$ cat src/rtl/fetch_pkg.sv
// Shared types and constants for the instruction fetch slice.
// Latency: n/a (declarations only).
// Backpressure: n/a.
package fetch_pkg;

    localparam int INSTR_W = 32;
    localparam int PC_STEP = 4;

    typedef enum logic [0:0] {
        FETCH = 1'b0,
        FLUSH = 1'b1
    } fetch_state_e;

endpackage

$ cat src/rtl/fetch_queue.sv
// Synchronous FIFO holding {pc, instr} entries between memory response and decode.
// Latency: a pushed entry is visible at the head one cycle after the push.
// Backpressure: none internally; the owner guarantees no push when full and no pop when empty.
module fetch_queue #(
    parameter int W     = 64,
    parameter int DEPTH = 4
) (
    input  logic                         clk,
    input  logic                         rst_n,
    input  logic                         clr_i,
    input  logic                         push_i,
    input  logic [W-1:0]                 push_dat_i,
    input  logic                         pop_i,
    output logic [W-1:0]                 head_dat_o,
    output logic [$clog2(DEPTH+1)-1:0]   count_o
);

    localparam int AW = $clog2(DEPTH);
    localparam int CW = $clog2(DEPTH + 1);

    logic [W-1:0]  mem_q [DEPTH];
    logic [AW-1:0] wr_q;
    logic [AW-1:0] rd_q;
    logic [CW-1:0] cnt_q;

    logic do_push;
    logic do_pop;

    // A clear in the same cycle wins over any push or pop.
    assign do_push = push_i & ~clr_i;
    assign do_pop  = pop_i & ~clr_i & (cnt_q != '0);

    // Storage, pointers and occupancy; pointers wrap naturally since DEPTH is a power of two.
    always_ff @(posedge clk or negedge rst_n) begin
        if (!rst_n) begin
            for (int i = 0; i < DEPTH; i++) begin
                mem_q[i] <= '0;
            end
            wr_q  <= '0;
            rd_q  <= '0;
            cnt_q <= '0;
        end else begin
            if (do_push) begin
                mem_q[wr_q] <= push_dat_i;
            end
            if (clr_i) begin
                wr_q  <= '0;
                rd_q  <= '0;
                cnt_q <= '0;
            end else begin
                if (do_push) begin
                    wr_q <= wr_q + AW'(1);
                end
                if (do_pop) begin
                    rd_q <= rd_q + AW'(1);
                end
                if (do_push && !do_pop) begin
                    cnt_q <= cnt_q + CW'(1);
                end else if (!do_push && do_pop) begin
                    cnt_q <= cnt_q - CW'(1);
                end
            end
        end
    end

    assign head_dat_o = mem_q[rd_q];
    assign count_o    = cnt_q;

endmodule

$ cat src/rtl/fetch_unit.sv
// Instruction fetch: issues sequential word fetches, queues in-order responses for decode, handles redirects.
// Latency: a response appears at dec_* one cycle after imem_resp_valid.
// Backpressure: requests are credit-limited so queued + outstanding never exceeds DEPTH; dec_ready stalls the queue head.
module fetch_unit
    import fetch_pkg::*;
#(
    parameter int              XLEN     = 32,
    parameter int              DEPTH    = 4,
    parameter logic [XLEN-1:0] RESET_PC = '0
) (
    input  logic               clk,
    input  logic               reset,
    output logic               imem_req_valid,
    output logic [XLEN-1:0]    imem_req_addr,
    input  logic               imem_req_ready,
    input  logic               imem_resp_valid,
    input  logic [31:0]        imem_resp_data,
    input  logic               redirect_valid,
    input  logic [XLEN-1:0]    redirect_pc,
    output logic               dec_valid,
    output logic [31:0]        dec_instr,
    output logic [XLEN-1:0]    dec_pc,
    input  logic               dec_ready
);

    localparam int CW = $clog2(DEPTH + 1);
    localparam int EW = XLEN + INSTR_W;

    fetch_state_e    state_q, state_d;
    logic [XLEN-1:0] fetch_pc_q, fetch_pc_d;
    logic [XLEN-1:0] resp_pc_q, resp_pc_d;
    logic [CW-1:0]   outst_q, outst_d;
    logic [CW-1:0]   drop_q, drop_d;

    logic [CW-1:0]   q_count;
    logic [EW-1:0]   head_dat;
    logic [CW:0]     inflight;
    logic            req_fire;
    logic            resp_keep;
    logic            deq;
    logic [XLEN-1:0] redir_pc_al;
    logic            unused_redir_low;

    // Low address bits of a redirect target are ignored: fetches are word aligned.
    assign redir_pc_al      = {redirect_pc[XLEN-1:2], 2'b00};
    assign unused_redir_low = ^redirect_pc[1:0];

    // Credit: every outstanding request owns a queue slot for its response.
    assign inflight       = {1'b0, q_count} + {1'b0, outst_q};
    assign imem_req_valid = reset & (state_q == FETCH) & (inflight < (CW+1)'(DEPTH));
    assign imem_req_addr  = fetch_pc_q;
    assign req_fire       = imem_req_valid & imem_req_ready;

    // Responses are kept only when nothing is pending drop and no redirect is flushing this cycle.
    assign resp_keep = imem_resp_valid & (drop_q == '0) & ~redirect_valid;
    assign dec_valid = (q_count != '0);
    assign deq       = dec_valid & dec_ready;
    assign dec_pc    = head_dat[EW-1:INSTR_W];
    assign dec_instr = head_dat[INSTR_W-1:0];

    fetch_queue #(
        .W     (EW),
        .DEPTH (DEPTH)
    ) u_queue (
        .clk        (clk),
        .rst_n      (reset),
        .clr_i      (redirect_valid),
        .push_i     (resp_keep),
        .push_dat_i ({resp_pc_q, imem_resp_data}),
        .pop_i      (deq),
        .head_dat_o (head_dat),
        .count_o    (q_count)
    );

    // Next-state: PCs, credit counters and the fetch/flush mode.
    always_comb begin
        state_d    = state_q;
        fetch_pc_d = fetch_pc_q;
        resp_pc_d  = resp_pc_q;
        drop_d     = drop_q;
        outst_d    = outst_q + CW'(req_fire) - CW'(imem_resp_valid);

        if (req_fire) begin
            fetch_pc_d = fetch_pc_q + XLEN'(PC_STEP);
        end
        if (resp_keep) begin
            resp_pc_d = resp_pc_q + XLEN'(PC_STEP);
        end
        if (imem_resp_valid && (drop_q != '0)) begin
            drop_d = drop_q - CW'(1);
        end

        if (state_q == FLUSH && drop_q == '0) begin
            state_d = FETCH;
        end

        // Everything still in flight after this cycle belongs to the old stream.
        if (redirect_valid) begin
            fetch_pc_d = redir_pc_al;
            resp_pc_d  = redir_pc_al;
            drop_d     = outst_d;
            state_d    = (outst_d != '0) ? FLUSH : FETCH;
        end
    end

    // State registers.
    always_ff @(posedge clk or negedge reset) begin
        if (!reset) begin
            state_q    <= FETCH;
            fetch_pc_q <= RESET_PC;
            resp_pc_q  <= RESET_PC;
            outst_q    <= '0;
            drop_q     <= '0;
        end else begin
            state_q    <= state_d;
            fetch_pc_q <= fetch_pc_d;
            resp_pc_q  <= resp_pc_d;
            outst_q    <= outst_d;
            drop_q     <= drop_d;
        end
    end

endmodule

$ cat config.mk
export PLATFORM = sky130hd
export DESIGN_NAME = fetch_unit
export DESIGN_NICKNAME = d
export VERILOG_FILES = /design/src/rtl/fetch_pkg.sv /design/src/rtl/fetch_queue.sv /design/src/rtl/fetch_unit.sv
export SDC_FILE = /design/constraint.sdc
export NUM_CORES = 1
export LEC_CHECK = 0
export CORE_ASPECT_RATIO = 1.1
export CORE_UTILIZATION = 40
export CTS_BUF_LIST = sky130_fd_sc_hd__clkbuf_2 sky130_fd_sc_hd__clkbuf_4 sky130_fd_sc_hd__clkbuf_8
export CTS_CLUSTER_DIAMETER = 120
export DETAILED_ROUTE_END_ITERATION = 8
export HOLD_SLACK_MARGIN = 0.08
export PLACE_DENSITY = 0.71
export SETUP_SLACK_MARGIN = 0.5
export SKIP_CTS_REPAIR_TIMING = 1
export SLEW_MARGIN = 20
export SYNTH_ARGS = -nofsm -noshare
export SYNTH_HDL_FRONTEND = slang
export SYNTH_SLANG_ARGS = --single-unit
$ cat constraint.sdc
create_clock -name clk -period 4 [get_ports clk]
set_input_delay 1 -clock clk [delete_from_list [all_inputs] [get_ports clk]]
set_output_delay 1 -clock clk [all_outputs]
set_load 0.05 [all_outputs]
After elaboration in Yosys (flattened, before gate mapping)
Index checks and enable logic that the tools add are counted.
- bitwise logic cells: 13
- multiplexer cells: 22
- multipliers: 0
- order comparisons: 4
- div/mod/pow operators: 0
- equal/unequal tests: 0
- shift-type cells: 0
- add/subtract/negate cells: 10
- reductions and logical operators: 18
- operator list (operator ; count):
    bitwise mux 256 bit ; 1
    two-way mux 64 bit ; 3
    binary-select mux 64 bit (select 2 bit) ; 1
    demux 64 bit (select 2 bit) ; 1
    two-way mux 32 bit ; 4
    adder 32 x 3 -> 32 bit, second input constant ; 2
    two-way mux 3 bit ; 5
    nonzero test 2 bit ; 6
    nonzero test 3 bit ; 4
    AND 1 bit ; 9
    two-way mux 2 bit ; 4
    greater-or-equal comparator 3 bit, second input constant ; 2
    NOT 2 -> 3 bit ; 2
    subtractor 3 x 1 -> 3 bit, second input constant ; 2
    logical AND 1 bit ; 5
    adder 2 x 1 -> 2 bit, second input constant ; 2
    adder 3 x 3 -> 4 bit ; 1
    less-than comparator 4 x 3 -> 1 bit, second input constant ; 1
    adder 3 x 1 -> 3 bit ; 1
    adder 3 x 1 -> 3 bit, second input constant ; 1
    logical NOT 3 bit ; 1
    less-than comparator 3 x 1 -> 1 bit, second input constant ; 1
    two-way mux 1 bit ; 3
    subtractor 3 x 1 -> 3 bit ; 1
    2 further kinds ; 4
- bits in latches: 0
- logic and storage cells: 79
- register bits: 334
- bits in writable memories: 0
- memory bits (read-only): 0
- output and inout port bits: 98
- bits of input ports: 70
- memories kept: 0

Longest topological paths before layout
- depth in word-level cells: 9
- depth in mapped cells: 12
- depth with buffers taken out: 12

Modules after synthesis
A second synthesis with hierarchy kept.
- cells, all modules: 1124
- area, all modules: 16843.7 um^2
- modules (own cells, without submodules) (module ; seq. area each (um^2) ; area each (um^2) ; cells each ; instances):
    fetch_queue ; 6581.3 ; 12712.2 ; 658 ; 1
    fetch_unit ; 1676.6 ; 4131.5 ; 466 ; 1

Worst setup path after synthesis
No wires, ideal clock.
- kind: in2reg
- start: input port imem_req_ready
- end: register state_q
- stages: 11
- library setup time: 0.135 ns
- path slack: 0.728 ns
- buffers on the path: 0
- data required time: 3.865 ns
- arrival time: 3.137 ns
- cell sequence: or4b_4 nor3_4 inv_2 ha_1 inv_1 ha_1 fa_1 xnor2_1 xnor2_1 o31ai_1 o21ai_0
- cells in the longest elaborated chain, start to end: 6
- ends and longest elaborated chain (item ; line ; RTL):
    start, declared ; fetch_unit.sv:15 ; input logic imem_req_ready,
    AND 1 bit ; fetch_unit.sv:52 ; assign req_fire = imem_req_valid & imem_req_ready;
    adder 3 x 1 -> 3 bit ; fetch_unit.sv:81 ; outst_d = outst_q + CW'(req_fire) - CW'(imem_resp_valid);
    subtractor 3 x 1 -> 3 bit ; fetch_unit.sv:81 ;
    net outst_d[2] ; fetch_unit.sv:32 ; logic [CW-1:0] outst_q, outst_d;
    nonzero test 3 bit ; fetch_unit.sv:102 ; state_d = (outst_d != '0) ? FLUSH : FETCH;
    two-way mux 1 bit ; fetch_unit.sv:102 ;
    two-way mux 1 bit ; fetch_unit.sv:98 ; if (redirect_valid) begin
    end signal, assigned ; fetch_unit.sv:115 ; state_q <= state_d;
    end, declared ; fetch_unit.sv:29 ; fetch_state_e state_q, state_d;
The timed path passes the listed nets, and every way through them passes these cells.
A chain may end at the register's enable or synchronous reset.

Worst setup path after layout
- start: register u_queue.rd_q[0]
- end: output port dec_pc[11]
- cells in the longest elaborated chain, start to end: 4
- ends and longest elaborated chain (item ; line ; RTL):
    start, declared ; fetch_queue.sv:23 ; logic [AW-1:0] rd_q;
    start signal, assigned ; fetch_queue.sv:55 ; rd_q <= rd_q + AW'(1);
    NOT 2 -> 3 bit (implied by the code) ; fetch_queue.sv:66 ; assign head_dat_o = mem_q[rd_q];
    binary-select mux 64 bit (select 2 bit) ; fetch_queue.sv:66 ;
    two-way mux 64 bit (implied by the code) (2 in series) ; fetch_queue.sv:66 ;
    end, declared ; fetch_unit.sv:22 ; output logic [XLEN-1:0] dec_pc,
No other way between the ends. The select of a mux whose other input is x is not followed.

==> metrics.txt <==
# TYPE chip_impl_metric gauge
chip_impl_info{name="status",value="finished, final reports clean"} 1
chip_impl_metric{name="power.share.clock",unit=""} 0.255
chip_impl_metric{name="largest_clock_skew_in_the_final_design",unit="ns"} 0.0321
chip_impl_metric{name="timing.setup.tns",unit="ns"} 0
chip_impl_metric{name="chipHeight",unit="µm"} 204
chip_impl_metric{name="ir_worst_vdd",unit="µV"} 437
chip_impl_info{name="tritoncts",value="done"} 1
chip_impl_metric{name="detail-route-antenna-nets",unit=""} 0
chip_impl_metric{name="groute.usage.overall",unit=""} 0.179
chip_impl_metric{name="worst_path_largest_cell_delay",unit="ns"} 0.56
chip_impl_metric{name="viasPerCell",unit=""} 5.25
chip_impl_metric{name="cts_buffers",unit=""} 55
chip_impl_metric{name="grt_max_degree",unit=""} 176
chip_impl_metric{name="power_density",unit="nW/µm²"} 692
chip_impl_metric{name="die_area",unit="µm²"} 37800
chip_impl_metric{name="final_max_slew_viol_count",unit=""} 0
chip_impl_metric{name="report.final.hold_viol_count",unit=""} 0
chip_impl_metric{name="slew_headroom",unit=""} 0.352
chip_impl_metric{name="final_period_minus_worst_setup_slack",unit="ns"} 3.30
chip_impl_info{name="path_class",value="reg2out"} 1
chip_impl_metric{name="max-clock-path-buffers",unit=""} 3
chip_impl_metric{name="crit_buf_inv",unit=""} 2
chip_impl_info{name="synth_flop_cell",value="sky130_fd_sc_hd__dfrtp_1"} 1
chip_impl_metric{name="syn-mean-instance-area",unit="µm²"} 14.2
chip_impl_metric{name="num_vias",unit=""} 9213
chip_impl_info{name="cp-end-kind",value="primary output"} 1
chip_impl_metric{name="global_route.overflow_total",unit=""} 0
chip_impl_metric{name="per_cell_routed_wire_length",unit="µm"} 18.9
chip_impl_metric{name="post-dp-hpwl",unit="µm"} 21800
chip_impl_metric{name="internal-power",unit="mW"} 8.07
chip_impl_metric{name="combPwrFrac",unit=""} 0.405
chip_impl_metric{name="ys_ff_latch",unit=""} 322
chip_impl_metric{name="cts.htree.levels",unit=""} 2
chip_impl_metric{name="routed_wirelength",unit="µm"} 33200
chip_impl_metric{name="seq_power_share",unit=""} 0.340
chip_impl_metric{name="numClockSinks",unit=""} 322
chip_impl_metric{name="p_sw_frac",unit=""} 0.372
chip_impl_metric{name="postLayoutCoreUtil",unit=""} 0.511
chip_impl_metric{name="synthesis.yosys.warnings",unit=""} 0
chip_impl_metric{name="numPortBuffers",unit=""} 161
chip_impl_metric{name="nNetsFinal",unit=""} 1308
chip_impl_metric{name="worst_slew_pin_slew",unit="ns"} 0.972
chip_impl_info{name="timing.critical_path.max_delay_family",value="buffers and inverters"} 1
chip_impl_metric{name="synth.yosys.seq_area_share",unit=""} 0.544
chip_impl_metric{name="grt_pass1_wl",unit="µm"} 52800
chip_impl_metric{name="fmax",unit="MHz"} 303
chip_impl_info{name="cpMaxStageDelayCell",value="sky130_fd_sc_hd__mux4_2"} 1
chip_impl_metric{name="timing.critical_path.fanout_max",unit=""} 40
chip_impl_metric{name="netlist_instances",unit=""} 1042
chip_impl_metric{name="detailedPlace.worstSlack",unit="ns"} 0.226
chip_impl_info{name="clk_root_buffer_cell",value="sky130_fd_sc_hd__clkbuf_8"} 1
chip_impl_metric{name="place_congestion",unit=""} 0.865
chip_impl_info{name="crit_path_cell_trace",value="buf_12 -> mux4_2 -> dlymetal6s2s_1"} 1
chip_impl_metric{name="num-fill-cells",unit=""} 3188
chip_impl_metric{name="clk_transition_reported_paths",unit="ns"} 0.06
chip_impl_metric{name="clock_latency",unit="ns"} 0.60
chip_impl_metric{name="p_sw",unit="mW"} 4.78
chip_impl_metric{name="maxCapViolations",unit=""} 0
chip_impl_metric{name="grt_pass1_vias",unit=""} 9763
chip_impl_metric{name="postSynth.asyncResetShare",unit=""} 1.00
chip_impl_metric{name="drt_first_pass_iters",unit=""} 4
chip_impl_metric{name="worst_slack",unit="ns"} 0.704
chip_impl_metric{name="final-setup-viol-count",unit=""} 0
chip_impl_metric{name="antenna_cells",unit=""} 0
chip_impl_metric{name="initial_cell_density_of_the_core",unit=""} 0.408
chip_impl_metric{name="crit_required",unit="ns"} 3.00
chip_impl_metric{name="drt_iter0_markers",unit=""} 401
chip_impl_metric{name="antenna_found_initial",unit=""} 1
chip_impl_metric{name="share_of_layout_cells_above_drive_strength_1",unit=""} 0.368
chip_impl_metric{name="mappedNetlistArea",unit="µm²"} 14800
chip_impl_metric{name="worst-endpoint-arrival",unit="ns"} 2.30
chip_impl_info{name="hold_path_class",value="reg2reg"} 1
chip_impl_info{name="rsz0062_at_grt",value="no"} 1
chip_impl_metric{name="yosysUniqueCellTypes",unit=""} 51
chip_impl_metric{name="pin_count",unit=""} 168
chip_impl_metric{name="leakage",unit="nW"} 8.92
chip_impl_metric{name="core",unit="µm²"} 36400
chip_impl_metric{name="die_x",unit="µm"} 186
chip_impl_metric{name="synth_edf_count",unit=""} 0
chip_impl_metric{name="flow.area_growth_from_synthesis",unit="%"} 25.2
chip_impl_metric{name="drc",unit=""} 0
chip_impl_metric{name="floorplan.rows",unit=""} 73
chip_impl_metric{name="timing.final.crit_share",unit=""} 0.824
chip_impl_info{name="critical_path.startpoint_type",value="flip-flop"} 1
-- cell type report --
class | count | area [µm²] | area share
Inverter | 15 | 56.3 | 0.00303
Multi-Input combinational cell | 645 | 6480 | 0.349
Clock inverter | 7 | 66.3 | 0.00357
Tap cell | 487 | 609 | 0.0328
Clock buffer | 95 | 1210 | 0.0650
Sequential cell | 322 | 8060 | 0.434
Timing Repair Buffer | 185 | 2080 | 0.112
-- routing by layer --
layer,part of all wire,GRT usage,wire length (µm),up-vias
met4,0.020,0.0518,679,2
met5,0.00033,0,11,-
li1,-,-,-,4165
met1,0.44,0.239,14700,4742
met2,0.48,0.290,15800,246
met3,0.061,0.0435,2030,58
-- cell usage after synthesis (2+ instances only) --
cell type	n	area share
sky130_fd_sc_hd__a21boi_0	11	0.0056
sky130_fd_sc_hd__and3_1	12	0.0051
sky130_fd_sc_hd__nor2_1	25	0.0063
sky130_fd_sc_hd__nand2b_1	9	0.0038
sky130_fd_sc_hd__a21oi_1	17	0.0057
sky130_fd_sc_hd__nand4_1	20	0.0084
sky130_fd_sc_hd__and4_1	5	0.0030
sky130_fd_sc_hd__and2_1	6	0.0025
sky130_fd_sc_hd__nor4_1	6	0.0025
sky130_fd_sc_hd__a21boi_1	2	0.0010
sky130_fd_sc_hd__fa_1	2	0.0027
sky130_fd_sc_hd__xnor2_1	39	0.023
sky130_fd_sc_hd__mux2_2	262	0.20
sky130_fd_sc_hd__inv_1	14	0.0035
sky130_fd_sc_hd__or4_1	2	0.0010
sky130_fd_sc_hd__clkbuf_1	39	0.0099
sky130_fd_sc_hd__nor3b_1	3	0.0015
sky130_fd_sc_hd__nand3_1	18	0.0061
sky130_fd_sc_hd__xor2_1	26	0.015
sky130_fd_sc_hd__buf_4	4	0.0020
sky130_fd_sc_hd__ha_1	12	0.010
sky130_fd_sc_hd__buf_2	12	0.0041
sky130_fd_sc_hd__or3_1	2	0.00084
sky130_fd_sc_hd__nand4b_1	2	0.0012
sky130_fd_sc_hd__o21ai_0	20	0.0068
sky130_fd_sc_hd__buf_1	8	0.0020
sky130_fd_sc_hd__nor3_1	9	0.0030
sky130_fd_sc_hd__dfrtp_1	322	0.54
sky130_fd_sc_hd__or2_2	2	0.00084
sky130_fd_sc_hd__nand2_1	48	0.012
sky130_fd_sc_hd__a31oi_1	2	0.00084
sky130_fd_sc_hd__mux4_2	62	0.094
-- cell families (layout without fill, tap and decap cells) --
| kind of cell | count (synthesis) | in the layout | synth area share |
|---|---|---|---|
| simple gates | 180 | 180 | 0.0665 |
| fa+ha+maj | 14 | 14 | 0.0128 |
| xor+xnor | 65 | 65 | 0.0384 |
| other cells | 1 | 4 | 0.000253 |
| flops | 322 | 322 | 0.544 |
| buf+inv | 78 | 302 | 0.0218 |
| compound gates | 58 | 58 | 0.0233 |
| mux | 324 | 324 | 0.293 |
-- metrics by stage --
| stage | cells | instance area, µm² | hold slack [ns] | total power, mW |
|---|---|---|---|---|
| 6_report | 1756 | 18600 | 0.477 | 12.8 |
| 5_1_grt | 1756 | 18600 | 0.506 | 13.5 |
| 4_1_cts | 1756 | 18400 | 0.481 | 13.1 |
| 3_5_place_dp | 1654 | 17100 | 0.468 | 9.73 |
| 3_3_place_gp | 1654 | 17100 | 0.456 | 9.62 |
| 2_1_floorplan | 1045 | 14800 | 0.445 | 8.01 |
-- state kept, by name, indices dropped and copies added (netlist names) --
register         count
drop_q               3
imem_req_addr       30
outst_q              3
resp_pc_q           30
state_q              1
u_queue.count_o      3
u_queue.mem_q      248
u_queue.rd_q         2
u_queue.wr_q         2
-- final timing paths --
| path | from | endpoint | slack [ns] | cells past startpoint |
|---|---|---|---|---|
| hold reg to reg | u_queue.mem_q[60] | u_queue.mem_q[60] | 0.48 | 2 |
| setup / recovery | u_queue.rd_q[0] | dec_pc[11] | 0.70 | 3 |
| max in group asynchronous | reset | u_queue.mem_q[29] | 1.86 | 3 |
| hold / removal | u_queue.mem_q[60] | u_queue.mem_q[60] | 0.48 | 2 |
| setup reg to reg | u_queue.count_o[2] | state_q | 0.82 | 12 |
| min in group asynchronous | reset | resp_pc_q[2] | 0.55 | 2 |
-- power groups by stage --
stage	combinational, mW	sequential [mW]	clock [mW]
finish	5.20	4.37	3.28
global route	5.49	4.46	3.54
CTS	5.33	4.37	3.39
detailed placement	5.31	4.42	0
global placement	5.25	4.37	0
floorplan	3.65	4.36	0
-- worst register-to-register path: cells and delay by family (launching register included) --
family	cells	cell delay (ns)
adder cells (fa/ha/maj)	4	1.12
flip-flops	1	0.43
AND/OR/NAND/NOR	2	0.75
buffers and inverters	2	0.09
AO/OA/AOI/OAI	2	0.37
XOR/XNOR	2	0.30
-- placed cells by master, fill, tap and decap left out, drive strengths merged, types with 2 or more instances in the layout --
master,count
nor3,10
xnor2,39
and4,5
nand4,21
nand4b,2
xor2,26
dlymetal6s2s,62
inv,16
clkdlybuf4s50,97
or2,2
a21oi,17
and2,7
fa,2
o21ai,20
nor2,25
a21boi,13
and3,12
nor4,7
or3,2
nand3,18
nand2,48
or4,2
buf,26
mux2,262
a31oi,2
mux4,62
nor3b,3
ha,12
dfrtp,322
nand2b,9
conb,4
clkbuf,95
clkinv,4
Power figures use the tool's default switching activity.
